File: src/rtl/flash_rd_ctrl.sv
// flash_rd_ctrl: single-lane SPI (mode 0) read controller for a serial flash.
// Each accepted request issues a READ (0x03) command with a 24-bit address and
// then clocks in one 32-bit word, packed little-endian by byte.
//
// Ports:
//   pll_clk        sole clock, rising edge
//   reset          synchronous, active-high
//   rd_valid       read request from core
//   rd_addr[23:0]  flash byte address, captured on accept
//   rd_ready       high only while idle
//   rd_done        one-cycle pulse, rd_rdata valid
//   rd_rdata[31:0] read word, held until the next rd_done
//   flash_csb, flash_clk           chip select (active-low) and serial clock
//   flash_io0_do / flash_io0_oeb   MOSI drive and its active-low enable
//   flash_io1_do / flash_io1_oeb   tied off, IO1 is MISO input only
//   flash_io1_di                   MISO from pad
//   flash_io2_*, flash_io3_*       WP# / HOLD# held inactive (driven high)
//   dbg_state[1:0]                 current FSM state for observation
//
// Handshake: a request is accepted on a rising edge where rd_valid && rd_ready;
// rd_addr is sampled on that edge only. rd_valid while rd_ready is low is
// ignored and leaves no trace.
module flash_rd_ctrl #(
   parameter int CLK_DIV = 1
) (
   input  logic        pll_clk,
   input  logic        reset,
   input  logic        rd_valid,
   input  logic [23:0] rd_addr,
   output logic        rd_ready,
   output logic        rd_done,
   output logic [31:0] rd_rdata,
   output logic        flash_csb,
   output logic        flash_clk,
   output logic        flash_io0_do,
   output logic        flash_io0_oeb,
   output logic        flash_io1_do,
   output logic        flash_io1_oeb,
   input  logic        flash_io1_di,
   output logic        flash_io2_do,
   output logic        flash_io2_oeb,
   output logic        flash_io3_do,
   output logic        flash_io3_oeb,
   output logic [1:0]  dbg_state
);

   typedef enum logic [1:0] {
      ST_IDLE  = 2'd0,
      ST_SHIFT = 2'd1,
      ST_DESEL = 2'd2
   } state_t;

   localparam logic [3:0] PH_LAST = 4'(CLK_DIV - 1);

   state_t      state_q, state_d;
   logic [5:0]  slot_q, slot_d;     // bit slot 0..63
   logic [3:0]  phase_q, phase_d;   // cycle within half-period 0..CLK_DIV-1
   logic        hi_q, hi_d;         // 0: low half of slot, 1: high half
   logic [31:0] sr_q, sr_d;         // outgoing command+address, MSB first
   logic [31:0] rx_q, rx_d;         // incoming bits, first bit ends up in [31]
   logic [31:0] rdata_q, rdata_d;
   logic        done_q, done_d;
   logic        slot_end;

   // Last cycle of a slot's high half; also reused to time the deselect gap.
   assign slot_end = hi_q && (phase_q == PH_LAST);

   always_comb begin
      state_d = state_q;
      slot_d  = slot_q;
      phase_d = phase_q;
      hi_d    = hi_q;
      sr_d    = sr_q;
      rx_d    = rx_q;
      rdata_d = rdata_q;
      done_d  = 1'b0;

      if (state_q != ST_IDLE) begin
         if (phase_q == PH_LAST) begin
            phase_d = 4'd0;
            hi_d    = ~hi_q;
         end else begin
            phase_d = phase_q + 4'd1;
         end
      end

      unique case (state_q)
         ST_IDLE: begin
            if (rd_valid) begin
               state_d = ST_SHIFT;
               sr_d    = {8'h03, rd_addr};
               slot_d  = 6'd0;
               phase_d = 4'd0;
               hi_d    = 1'b0;
            end
         end
         ST_SHIFT: begin
            if (slot_end) begin
               // Slots 32..63 are input slots; sample as flash_clk falls.
               if (slot_q[5]) rx_d = {rx_q[30:0], flash_io1_di};
               if (slot_q == 6'd63) begin
                  state_d = ST_DESEL;
                  done_d  = 1'b1;
                  // First received byte sits in rx_d[31:24]; it becomes the low byte.
                  rdata_d = {rx_d[7:0], rx_d[15:8], rx_d[23:16], rx_d[31:24]};
               end else begin
                  slot_d = slot_q + 6'd1;
                  sr_d   = {sr_q[30:0], 1'b0};
               end
            end
         end
         ST_DESEL: begin
            // Two half-periods (2*CLK_DIV cycles) of deselect before idle.
            if (slot_end) state_d = ST_IDLE;
         end
         default: state_d = ST_IDLE;
      endcase
   end

   always_ff @(posedge pll_clk) begin
      if (reset) begin
         state_q <= ST_IDLE;
         slot_q  <= 6'd0;
         phase_q <= 4'd0;
         hi_q    <= 1'b0;
         sr_q    <= 32'd0;
         rx_q    <= 32'd0;
         rdata_q <= 32'd0;
         done_q  <= 1'b0;
      end else begin
         state_q <= state_d;
         slot_q  <= slot_d;
         phase_q <= phase_d;
         hi_q    <= hi_d;
         sr_q    <= sr_d;
         rx_q    <= rx_d;
         rdata_q <= rdata_d;
         done_q  <= done_d;
      end
   end

   assign rd_ready      = (state_q == ST_IDLE);
   assign rd_done       = done_q;
   assign rd_rdata      = rdata_q;
   assign flash_csb     = (state_q != ST_SHIFT);
   assign flash_clk     = (state_q == ST_SHIFT) && hi_q;
   assign flash_io0_oeb = (state_q != ST_SHIFT);
   // sr_q only advances at slot boundaries, so MOSI changes at the start of a low half.
   assign flash_io0_do  = (state_q == ST_SHIFT) && !slot_q[5] && sr_q[31];
   assign flash_io1_do  = 1'b0;
   assign flash_io1_oeb = 1'b1;
   assign flash_io2_do  = 1'b1;
   assign flash_io2_oeb = 1'b0;
   assign flash_io3_do  = 1'b1;
   assign flash_io3_oeb = 1'b0;
   assign dbg_state     = state_q;

endmodule

File: config.mk
export PLATFORM = sky130hd
export DESIGN_NAME = flash_rd_ctrl
export DESIGN_NICKNAME = d
export VERILOG_FILES = /design/src/rtl/flash_rd_ctrl.sv
export SDC_FILE = /design/constraint.sdc
export NUM_CORES = 1
export LEC_CHECK = 0
export ABC_AREA = 1
export CORE_MARGIN = 1
export CORE_UTILIZATION = 49
export CTS_CLUSTER_SIZE = 24
export DETAILED_ROUTE_END_ITERATION = 10
export GPL_TIMING_DRIVEN = 1
export PLACE_DENSITY = 0.76
export SETUP_SLACK_MARGIN = 0.2
export SYNTH_ARGS = -nofsm -noshare
export SYNTH_HDL_FRONTEND = slang
export SYNTH_SLANG_ARGS = --single-unit
File: constraint.sdc
create_clock -name pll_clk -period 1.7 [get_ports pll_clk]
set_input_delay 0.34 -clock pll_clk [delete_from_list [all_inputs] [get_ports pll_clk]]
set_output_delay 0.34 -clock pll_clk [all_outputs]
set_load 0.02 [all_outputs]
== Word-level counts from Yosys, hierarchy flattened ==
Index checks and enable logic that the tools add are counted.

* Flip-flop bits (word level): 110
* Input bits: 28
* Logic and storage cells: 59

* Add/sub/neg operators: 2
* Eq/ne operators: 9
* Muxes and demuxes: 23
* Bitwise logic cells: 3
* Reduce and logical (&&, ||, !) cells: 14

{| class="wikitable"
|+ Operators with widths
! kind !! number
|-
| $mux 32 || 4
|-
| $pmux 32 s2 || 1
|-
| $mux 6 || 3
|-
| $mux 4 || 4
|-
| $pmux 6 s2 || 1
|-
| $ne 2x2->1 const B || 5
|-
| $mux 2 || 4
|-
| $reduce_and 4->1 || 2
|-
| $add 6x1->6 const B || 1
|-
| $eq 6x6->1 const B || 1
|-
| $pmux 2 s3 || 1
|-
| $mux 1 || 5
|-
| $add 4x1->4 const B || 1
|-
| $logic_and 1x1->1 || 4
|-
| $logic_not 4->1 || 1
|-
| $reduce_bool 2->1 || 2
|-
| $not 1->1 || 3
|-
| $reduce_and 3->1 || 1
|-
| $reduce_or 3->1 || 1
|-
| $eq 2x1->1 const B || 1
|-
| $eq 2x2->1 const B || 1
|-
| $logic_not 2->1 || 1
|-
| $ne 2x1->1 const B || 1
|-
| $reduce_and 2->1 || 1
|-
| $logic_not 1->1 || 1
|}

== Logic depth before layout (Yosys ltp) ==
Gate-level depths: netlist of the first run.

* Word-level depth: 5
* Mapped depth: 14
* Gate-level depth less buffers: 13

== Worst setup path before layout of the first run ==
OpenSTA, ideal clock, no wires.

* Kind: register to register
* Start: register phase_q[0]
* End: register sr_q[16]
* Setup time: 70 ps
* Arrival time: 1803 ps
* Required time: 1630 ps
* Setup slack: -173 ps
* Cell stages (with the launch flop): 15
* Path through: dfxtp_1 -> inv_1 -> ha_1 -> nand3_1 -> inv_1 -> ha_1 -> inv_1 -> nand3_1 -> nand2_4 -> inv_6 -> nand3_4 -> buf_6 -> buf_6 -> nand2_2 -> a21oi_2

* Longest elaborated chain between the ends: 4

{| class="wikitable"
|+ RTL lines
! item !! line !! source
|-
| from (decl) || 57 || <nowiki>logic [3:0] phase_q, phase_d;</nowiki>
|-
| from (signal assigned) || 133 || <nowiki>phase_q <= phase_d;</nowiki>
|-
| $logic_not 4->1 || 66 || <nowiki>assign slot_end = hi_q && (phase_q == PH_LAST);</nowiki>
|-
| $logic_and 1x1->1 || 66 ||
|-
| $ne 2x2->1 (no line) || -- ||
|-
| $reduce_and 4->1 (no line) || -- ||
|-
| to (signal assigned) || 135 || <nowiki>sr_q <= sr_d;</nowiki>
|-
| to (decl) || 59 || <nowiki>logic [31:0] sr_q, sr_d;</nowiki>
|}

No other way between the ends.
A chain may end at the register's enable or synchronous reset.

== Final worst setup path of the first run ==
* Start: register phase_q[0]
* End: register slot_q[2]

* Longest elaborated chain between the ends: 4

{| class="wikitable"
|+ RTL lines
! item !! line !! source
|-
| $logic_not 4->1 || 66 ||
|-
| $logic_and 1x1->1 || 66 ||
|-
| $ne 2x2->1 (no line) || -- ||
|-
| $reduce_and 4->1 (no line) || -- ||
|-
| to (signal assigned) || 132 || <nowiki>slot_q <= slot_d;</nowiki>
|-
| to (decl) || 56 || <nowiki>logic [5:0] slot_q, slot_d;</nowiki>
|}

No other way between the ends.

==> impl_metrics.ini, run 1 <==
[die]
initial_core_util = 0.5136
die_h_um = 103.9
rows = 36
die_x_um = 103.9
core_mm2 = 0.009910
dieArea_mm2 = 0.01080
pin_count = 74

[timing]
worst_slack_ps = -96.70
slew-limit-headroom = 0.5847
finalHoldViolCount = 0
setup_viol = 59
fin_skew_ps = 17.78
finalMaxSlewViolations = 0
layout_min_cycle_time_ps = 1797
post-route-period-util = 1.057
worstMarginPinSlew_ps = 616.4
clock.fmax_mhz = 556.6
rsz0062_at_grt = yes
fin_tns_setup_ps = -2247

[critical_path]
reg2reg_from = phase_q[0]
critPathRequiredTime_ps = 2000
critical_path_class = reg2reg
rr_endpoint = slot_q[2]
crit_path_end_kind = flop
rr_worst_depth = 13
critPathLaunch = phase_q[0]
critPathMaxFanout = 7
cp-endpoint = slot_q[2]
critPathLaunchType = flop
rrSetupSlack_ps = -100
arrival_ps = 2100

[place]
hpwl_um = 6824
post-place-ws_ps = -23.98
gp_congestion = 0.7863
port_buffers = 67

[power]
irDropWorstVdd_mv = 0.4872
p_total_mw = 5.267
p_per_area_mw_per_mm2 = 729.4
leakage_nw = 2.822

[logic_synthesis]
avgSynthCellArea_um2 = 7.251
synth.distinct_cells = 32
synth_ff_type = dfxtp_1
yosysSeqAreaShare = 0.4326
synthArstFlopShare = 0
yosysWarnings = 0
syn-cell-area_mm2 = 0.005090
synth_edf_count = 0
synth_seq_cells = 110
netlist_instances = 702

[clock_network]
htree_levels = 3
cts_tree = done
clk_pin_slew_ps = 110
cts_root_buf = clkbuf_8
clock_latency_ps = 380
cts_buffers = 9
clk_path_buf_depth = 2
ctsHoldBuffers = 0
clock_sinks = 110

[worst_hold_path]
hp-class = in2reg

[global_route]
first_global_vias = 4263
grt_max_degree = 87
antenna_found_initial = 0
grt_pass1_wl_um = 18750
grt_overflow = 0
grtUsageTotal = 0.2071

[final_layout]
nNetsFinal = 826
n_fill_cell = 706
drive_gt1_frac = 0.3258
num_antenna_cells = 0
seqCellArea_mm2 = 0.002215
syn_to_final_growth_pct = 41.89
multi_input_area_mm2 = 0.002918

[drt]
first_pass_iters = 5
routed_wl_um = 13810
drt_iter0_markers = 266
wl_per_cell_um = 14.84
vias = 4969
drc = 0
viasPerCell = 5.337
ant_nets = 0

[run_status]
status = finished, violations left
violations = setup timing

[job]
drv_cap = 0
[what timing repair did]
item	in CTS	in global routing
pin swaps	3	43
gates resized for setup	95	161
endpoints found under the setup margin	142	112
buffers inserted	12	5
endpoints found under the hold margin	0	0
gates cloned	2	17
[critical path: stages, from the launching register on]
cell	delay [ps]
dfxtp_2	340
inv_2	70
ha_4	130
nand3_4	60
inv_2	70
ha_4	140
inv_4	50
nand3_4	60
nand2_4	60
buf_6	120
nor2_4	240
clkbuf_16	230
nand2_2	50
a21oi_2	110
[layout by cell type, fill, tap and decap left out, types with 13 or more instances in the layout]
cell             synthesis  final
nand2_1                227    189
dfxtp_1                110    102
a21oi_1                 79     56
inv_1                   57     53
nand2_2                 11     42
o21ai_0                 50     35
a21oi_2                 10     33
dlygate4sd2_1            0     33
clkdlybuf4s50_1          0     26
buf_6                    7     23
buf_4                   11     22
nor2_4                   4     20
nand3_1                 30     17
a211oi_2                16     16
o21ai_2                  0     15
nor2_1                  32     13
[per-layer routing]
metal,track usage,wire length [um],vias to the layer above
met1,0.2491,5575,2327
met3,0.02945,746,32
met4,0.08469,338,0
li1,-,-,2422
met2,0.3690,7152,188
met5,0,0,-
[logic make-up (layout without fill, tap and decap cells)]
group,after synthesis,in the layout,share of synthesized area
compound gates,159,159,0.1885
fa+ha+maj,4,4,0.009833
buf+inv,114,206,0.1059
flops,110,110,0.4326
other cells,2,6,0.001475
simple gates,313,313,0.2616
[layout make-up]
type,instances,area share
inverter,63,0.03690
clock inverter,5,0.006237
clock buffer,10,0.01767
sequential,110,0.3067
timing repair buffer,128,0.2055
multi-input combinational,482,0.4040
tap,133,0.02304
[registers in the layout, indices dropped and copies added, names as in the netlist]
| register | cells |
|---|---|
| slot_q | 6 |
| dbg_state | 2 |
| sr_q | 32 |
| rx_q | 32 |
| hi_q | 1 |
| phase_q | 4 |
| rd_rdata | 32 |
| rd_done | 1 |
[how the worst min path moves through the flow]
stage | start | endpoint | slack, ps | cells past startpoint
global route | reset | rd_rdata[24] | 440 | 4
finish | reset | rd_rdata[24] | 420 | 4
CTS | reset | rd_rdata[29] | 360 | 4
detailed placement | rd_rdata[19] | rd_rdata[19] | 430 | 2
floorplan | rx_q[18] | rx_q[18] | 440 | 2
global placement | rd_rdata[18] | rd_rdata[18] | 430 | 2
[cells in the mapped netlist, types with 2 or more instances]
cell,number,area (um2)
nand3_2,2,20.02
a21oi_2,10,87.58
inv_1,57,214.0
buf_4,11,82.58
nand2_2,11,68.82
nor2_1,32,120.1
o21ai_0,50,250.2
inv_2,4,15.01
nor2_4,4,45.04
dfxtp_1,110,2202
ha_1,4,50.05
buf_2,10,50.05
nand3_1,30,150.1
buf_6,7,78.83
a21oi_1,79,395.4
conb_1,2,7.510
clkbuf_1,22,82.58
nand4_1,2,12.51
a211oi_2,16,200.2
nand2_1,227,852.1
[through the flow]
step | hold WS (ps) | utilization | cell area [um2] | instances
after floorplan | 439.0 | - | 5161 | 706
after global placement | 430.3 | 0.5999 | 5944 | 880
after detailed placement | 434.3 | 0.5999 | 5944 | 880
after CTS | 362.5 | 0.6379 | 6321 | 909
after global routing | 443.3 | 0.7288 | 7222 | 931
final | 424.2 | 0.7288 | 7222 | 931
[where the power goes]
group          internal [mW]  switching, mW  total [mW]
clock network          0.545          0.910        1.46
logic                  0.490          0.610        1.10
registers               2.66         0.0534        2.71
No activity file was read; power rests on OpenSTA's default activity.
==> run 2, diff against run 1 <==
--- a/config.mk
+++ b/config.mk
@@ -6,7 +6,7 @@
 export NUM_CORES = 1
 export LEC_CHECK = 0
 export ABC_AREA = 1
-export CORE_MARGIN = 1
+export CORE_MARGIN = 2
 export CORE_UTILIZATION = 49
 export CTS_CLUSTER_SIZE = 24
 export DETAILED_ROUTE_END_ITERATION = 10
==> run 2 against run 1 <==
Effect of this change: the run still ends with setup timing left; worst setup slack got worse by 78 ps; sequential share of layout area fell by 1.6 points; clock-buffer cell count is 1 lower; non-clock buffer count increased by 15; utilization up 1.9 points; die area up 3.9%; clock power grew 13%; sequential power is essentially flat; critical path type unchanged; highest routed layer unchanged.
==> impl_metrics.ini, run 2 (same netlist as run 1, synthesis figures left out) <==
[run_status]
status = finished, violations left
violations = setup timing

[die]
die_x_um = 105.9
dieArea_mm2 = 0.01122
die_h_um = 105.9
rows = 37
initial_core_util = 0.4998
core_mm2 = 0.01018
pin_count = 74

[global_route]
grt_pass1_wl_um = 22800
grtUsageTotal = 0.2532
grt_overflow = 0
antenna_found_initial = 0
first_global_vias = 4896
grt_max_degree = 50

[drt]
viasPerCell = 5.621
ant_nets = 0
wl_per_cell_um = 17.92
vias = 5340
drc = 0
first_pass_iters = 5
routed_wl_um = 17020
drt_iter0_markers = 442

[clock_network]
clk_pin_slew_ps = 110
cts_root_buf = clkbuf_8
clock_latency_ps = 390
clk_path_buf_depth = 2
cts_tree = done
cts_buffers = 9
clock_sinks = 110
htree_levels = 3

[final_layout]
layout_common_cells = 181 x nand2_1, 104 x dfxtp_1, 53 x inv_1, 53 x a21oi_2, 41 x nand2_2
finish.utilization = 0.7480
post-route-cell-area_mm2 = 0.007619
syn_to_final_growth_pct = 49.68
drive_gt1_frac = 0.3612
nNetsFinal = 841
num_antenna_cells = 0
layout.cells.non_filler = 950
mostFrequentLayoutCell = nand2_1

[timing]
clock.fmax_mhz = 533.5
finalMaxSlewViolations = 0
worst_slack_ps = -174.5
layout_min_cycle_time_ps = 1875
worstMarginPinSlew_ps = 639.8
setup_viol = 105
fin_skew_ps = 8.246
holdWs_ps = 244.1
post-route-period-util = 1.103
finalHoldViolCount = 0
rsz0062_at_grt = yes
slew-limit-headroom = 0.5689
fin_tns_setup_ps = -6499

[power]
irDropWorstVdd_mv = 0.6080
p_sw_mw = 1.728
share_comb_of_total_power = 0.231
p_total_mw = 5.688
leakage_nw = 3.087
seqPwrFrac = 0.479
p_per_area_mw_per_mm2 = 746.6
switching_share = 0.3037
pwr-share-clk = 0.290
power.internal_mw = 3.960

[critical_path]
critPathMaxFanout = 11
critPathRequiredTime_ps = 2020
rrSetupSlack_ps = -170
critPathLaunchType = flop
crit_path_end_kind = flop
critical_path_class = reg2reg
arrival_ps = 2190
reg2reg_from = phase_q[1]
rr_endpoint = rd_rdata[21]
rr_worst_depth = 12

[place]
placed_cell_area_mm2 = 0.005921
place_inst = 881
gp_congestion = 0.7657
post-place-ws_ps = -23.71
port_buffers = 67
hpwl_um = 7120

[worst_hold_path]
holdPathStages = 2
hp-class = in2reg
min-delay-start = reset
holdPathEnd = rx_q[15]

[job]
drv_cap = 0
[run 2: cell type report]
cell class | instances | area [um2]
clock buffers | 9 | 123.9
clock inverters | 7 | 71.32
fillers | 652 | 2566
inverters | 63 | 254.0
multi-input cells | 482 | 2998
flip-flops and latches | 110 | 2215
well taps | 136 | 170.2
repair buffers | 143 | 1787
[run 2: power groups by stage]
| stage | sequential (mW) | combinational (mW) | clock [mW] |
|---|---|---|---|
| after floorplan | 2.76 | 0.532 | 0 |
| after global placement | 2.76 | 0.704 | 0 |
| after detailed placement | 2.76 | 0.723 | 0 |
| after CTS | 2.71 | 1.11 | 1.62 |
| after global routing | 2.73 | 1.37 | 1.77 |
| final | 2.72 | 1.32 | 1.65 |
[run 2: worst max-delay path, stage by stage, from the launching register on]
cell and delay [ps]:
dfxtp_2 360, inv_2 40, ha_4 150, nand3_4 50, inv_2 50, ha_4 150
buf_4 130, buf_6 100, buf_6 110, nand3_4 170, clkbuf_16 210, o21ai_1 80
a21oi_1 190
[run 2: what timing repair did]
| action | in CTS | in global routing |
|---|---|---|
| hold endpoints to repair | 0 | 0 |
| setup endpoints to repair | 143 | 111 |
| buffers inserted | 21 | 9 |
| cloned | 14 | 9 |
| pin swaps | 29 | 39 |
| hold buffers | 0 | 0 |
| gates resized for setup | 142 | 145 |
[run 2: layer usage]
layer / vias up / track usage / part of all wire
met1: 2552 / 0.2947 / 0.37
li1: 2446 / - / -
met3: 74 / 0.05334 / 0.064
met2: 268 / 0.4544 / 0.53
met5: - / 0 / 0
met4: 0 / 0.09868 / 0.037
[run 2: how the worst max path moves through the flow]
stage,start,to
global placement,phase_q[0],slot_q[5]
CTS,phase_q[1],slot_q[5]
floorplan,phase_q[0],sr_q[16]
finish,phase_q[1],rd_rdata[21]
global route,phase_q[1],rd_rdata[22]
detailed placement,phase_q[0],sr_q[25]
==> run 3, diff against run 2 <==
--- a/config.mk
+++ b/config.mk
@@ -10,8 +10,9 @@
 export CORE_UTILIZATION = 49
 export CTS_CLUSTER_SIZE = 24
 export DETAILED_ROUTE_END_ITERATION = 10
+export GPL_ROUTABILITY_DRIVEN = 0
 export GPL_TIMING_DRIVEN = 1
-export PLACE_DENSITY = 0.76
+export PLACE_DENSITY = 0.79
 export SETUP_SLACK_MARGIN = 0.2
 export SYNTH_ARGS = -nofsm -noshare
 export SYNTH_HDL_FRONTEND = slang
==> run 3 against run 2 <==
Effect of this change: the flow still finishes with violations (setup timing); clock skew rose by 4.8 ps; sequential share of layout area grew 1.5 points; die area stayed put; hold slack gained 140 ps; via count shrank 5.1%; power down 6.9%; non-clock buffer count down 17; worst setup slack better by 87 ps; routed wire length is 15% lower; clock power shrank 9%; critical endpoint is now sr_q[30]; clock-buffer cell count grew 2.
==> impl_metrics.ini, run 3 (same netlist as run 1, synthesis figures left out) <==
[run_status]
status = finished, violations left
violations = setup timing

[drt]
ant_nets = 0
first_pass_iters = 6
drt_iter0_markers = 406
wl_per_cell_um = 15.53
vias = 5069
drc = 0
viasPerCell = 5.433
routed_wl_um = 14490

[final_layout]
drive_gt1_frac = 0.2961
mostFrequentLayoutCell = nand2_1
syn_to_final_growth_pct = 41.96
nNetsFinal = 824
n_fill_cell = 748
layout_common_cells = 207 x nand2_1, 105 x dfxtp_1, 53 x a21oi_1
num_antenna_cells = 0
multi_input_area_mm2 = 0.002821
finish.utilization = 0.7095
seqCellArea_mm2 = 0.002211

[power]
leakage_nw = 2.843
irDropWorstVdd_mv = 0.5389
p_total_mw = 5.295
p_per_area_mw_per_mm2 = 732.8

[job]
drv_cap = 0

[critical_path]
crit_path_end_kind = flop
critPathMaxFanout = 8
arrival_ps = 2110
critical_path_class = reg2reg
rr_worst_depth = 13
critPathLaunchType = flop
cp.depth = 13
critPathMostFrequentCell = nand3_4
crit_chain = inv_1 > nand3_4 > inv_2 > ha_4 > inv_4 > nand3_4 > nand2_4 > clkinv_4 > nand3_4 > buf_12 > clkbuf_16 > nand2_1 > a21oi_2
critical-path-top-delay-family = buffers and inverters
critPathRequiredTime_ps = 2020
crit_slowest_cell = dfxtp_1
worst-path-buf-inv = 6
crit_path_max_incr_delay_ps = 420

[timing]
fin_tns_setup_ps = -2512
finalMaxSlewViolations = 0
worstMarginPinSlew_ps = 797.7
fin_skew_ps = 13.02
rsz0062_at_grt = yes
holdWs_ps = 383.2
worst_slack_ps = -87.84
slew-limit-headroom = 0.4626
post-route-period-util = 1.052
finalHoldViolCount = 0
layout_min_cycle_time_ps = 1788
clock.fmax_mhz = 559.3
setup_viol = 61

[clock_network]
cts_root_buf = clkbuf_8
clock_latency_ps = 390
cts_tree = done
htree_levels = 3
clk_path_buf_depth = 2
clock_sinks = 110
cts_buffers = 9
clk_pin_slew_ps = 110

[place]
port_buffers = 67
hpwl_um = 7107

[global_route]
grtUsageTotal = 0.2171
antenna_found_initial = 0
grt_pass1_wl_um = 19980
grt_overflow = 0
grt_max_degree = 87
first_global_vias = 4445

[die]
core_mm2 = 0.01018
die_x_um = 105.9
rows = 37
die_h_um = 105.9
dieArea_mm2 = 0.01122
initial_core_util = 0.4998
pin_count = 74

[worst_hold_path]
holdPathStages = 4
hp-class = in2reg
[run 3: where the power goes]
group	internal [mW]	leakage (nW)	switching [mW]	total [mW]
combinational	0.489	1.86	0.583	1.07
clock	0.575	0.0857	0.929	1.50
sequential	2.66	0.894	0.0600	2.72
[run 3: stage by stage]
| stage | instances | instance area [um2] | setup WS (ps) |
|---|---|---|---|
| 2_1_floorplan | 706 | 5161 | 54.32 |
| 3_3_place_gp | 882 | 6016 | 60.51 |
| 3_5_place_dp | 882 | 6016 | -50.40 |
| 4_1_cts | 913 | 6581 | 5.051 |
| 5_1_grt | 933 | 7226 | -181.2 |
| 6_report | 933 | 7226 | -87.84 |
[run 3: final timing paths]
| kind | to | slack (ps) | startpoint |
|---|---|---|---|
| worst max-delay path | sr_q[30] | -90 | phase_q[2] |
| worst min-delay path | slot_q[0] | 380 | reset |
| worst max register to register | sr_q[30] | -90 | phase_q[2] |
| worst min register to register | rd_rdata[19] | 440 | rd_rdata[19] |
[run 3: what timing repair did]
action | CTS | global route
setup endpoints to repair | 145 | 113
cloned | 6 | 12
hold endpoints to repair | 0 | 0
gates resized for setup | 135 | 86
pin swaps | 6 | 22
buffers inserted | 9 | 8
hold buffers | 0 | 0
[run 3: cell type report]
type / instances / area share
multi-input cells: 482 / 0.3905
inverters: 63 / 0.03550
clock buffers: 11 / 0.01957
clock inverters: 5 / 0.004675
repair buffers: 126 / 0.2203
well taps: 136 / 0.02355
flip-flops and latches: 110 / 0.3060
[run 3: metal layers]
metal	track usage	wire, um
met1	0.2718	5749
met2	0.3622	7515
met3	0.03556	812
met4	0.1090	410
met5	0	0
[run 3: worst register-to-register path: cells and delay by family (launching register included)]
family | cells | cell delay [ps]
compound gates | 1 | 110
buf+inv | 6 | 580
simple gates | 5 | 450
fa+ha+maj | 1 | 170
flops | 1 | 420
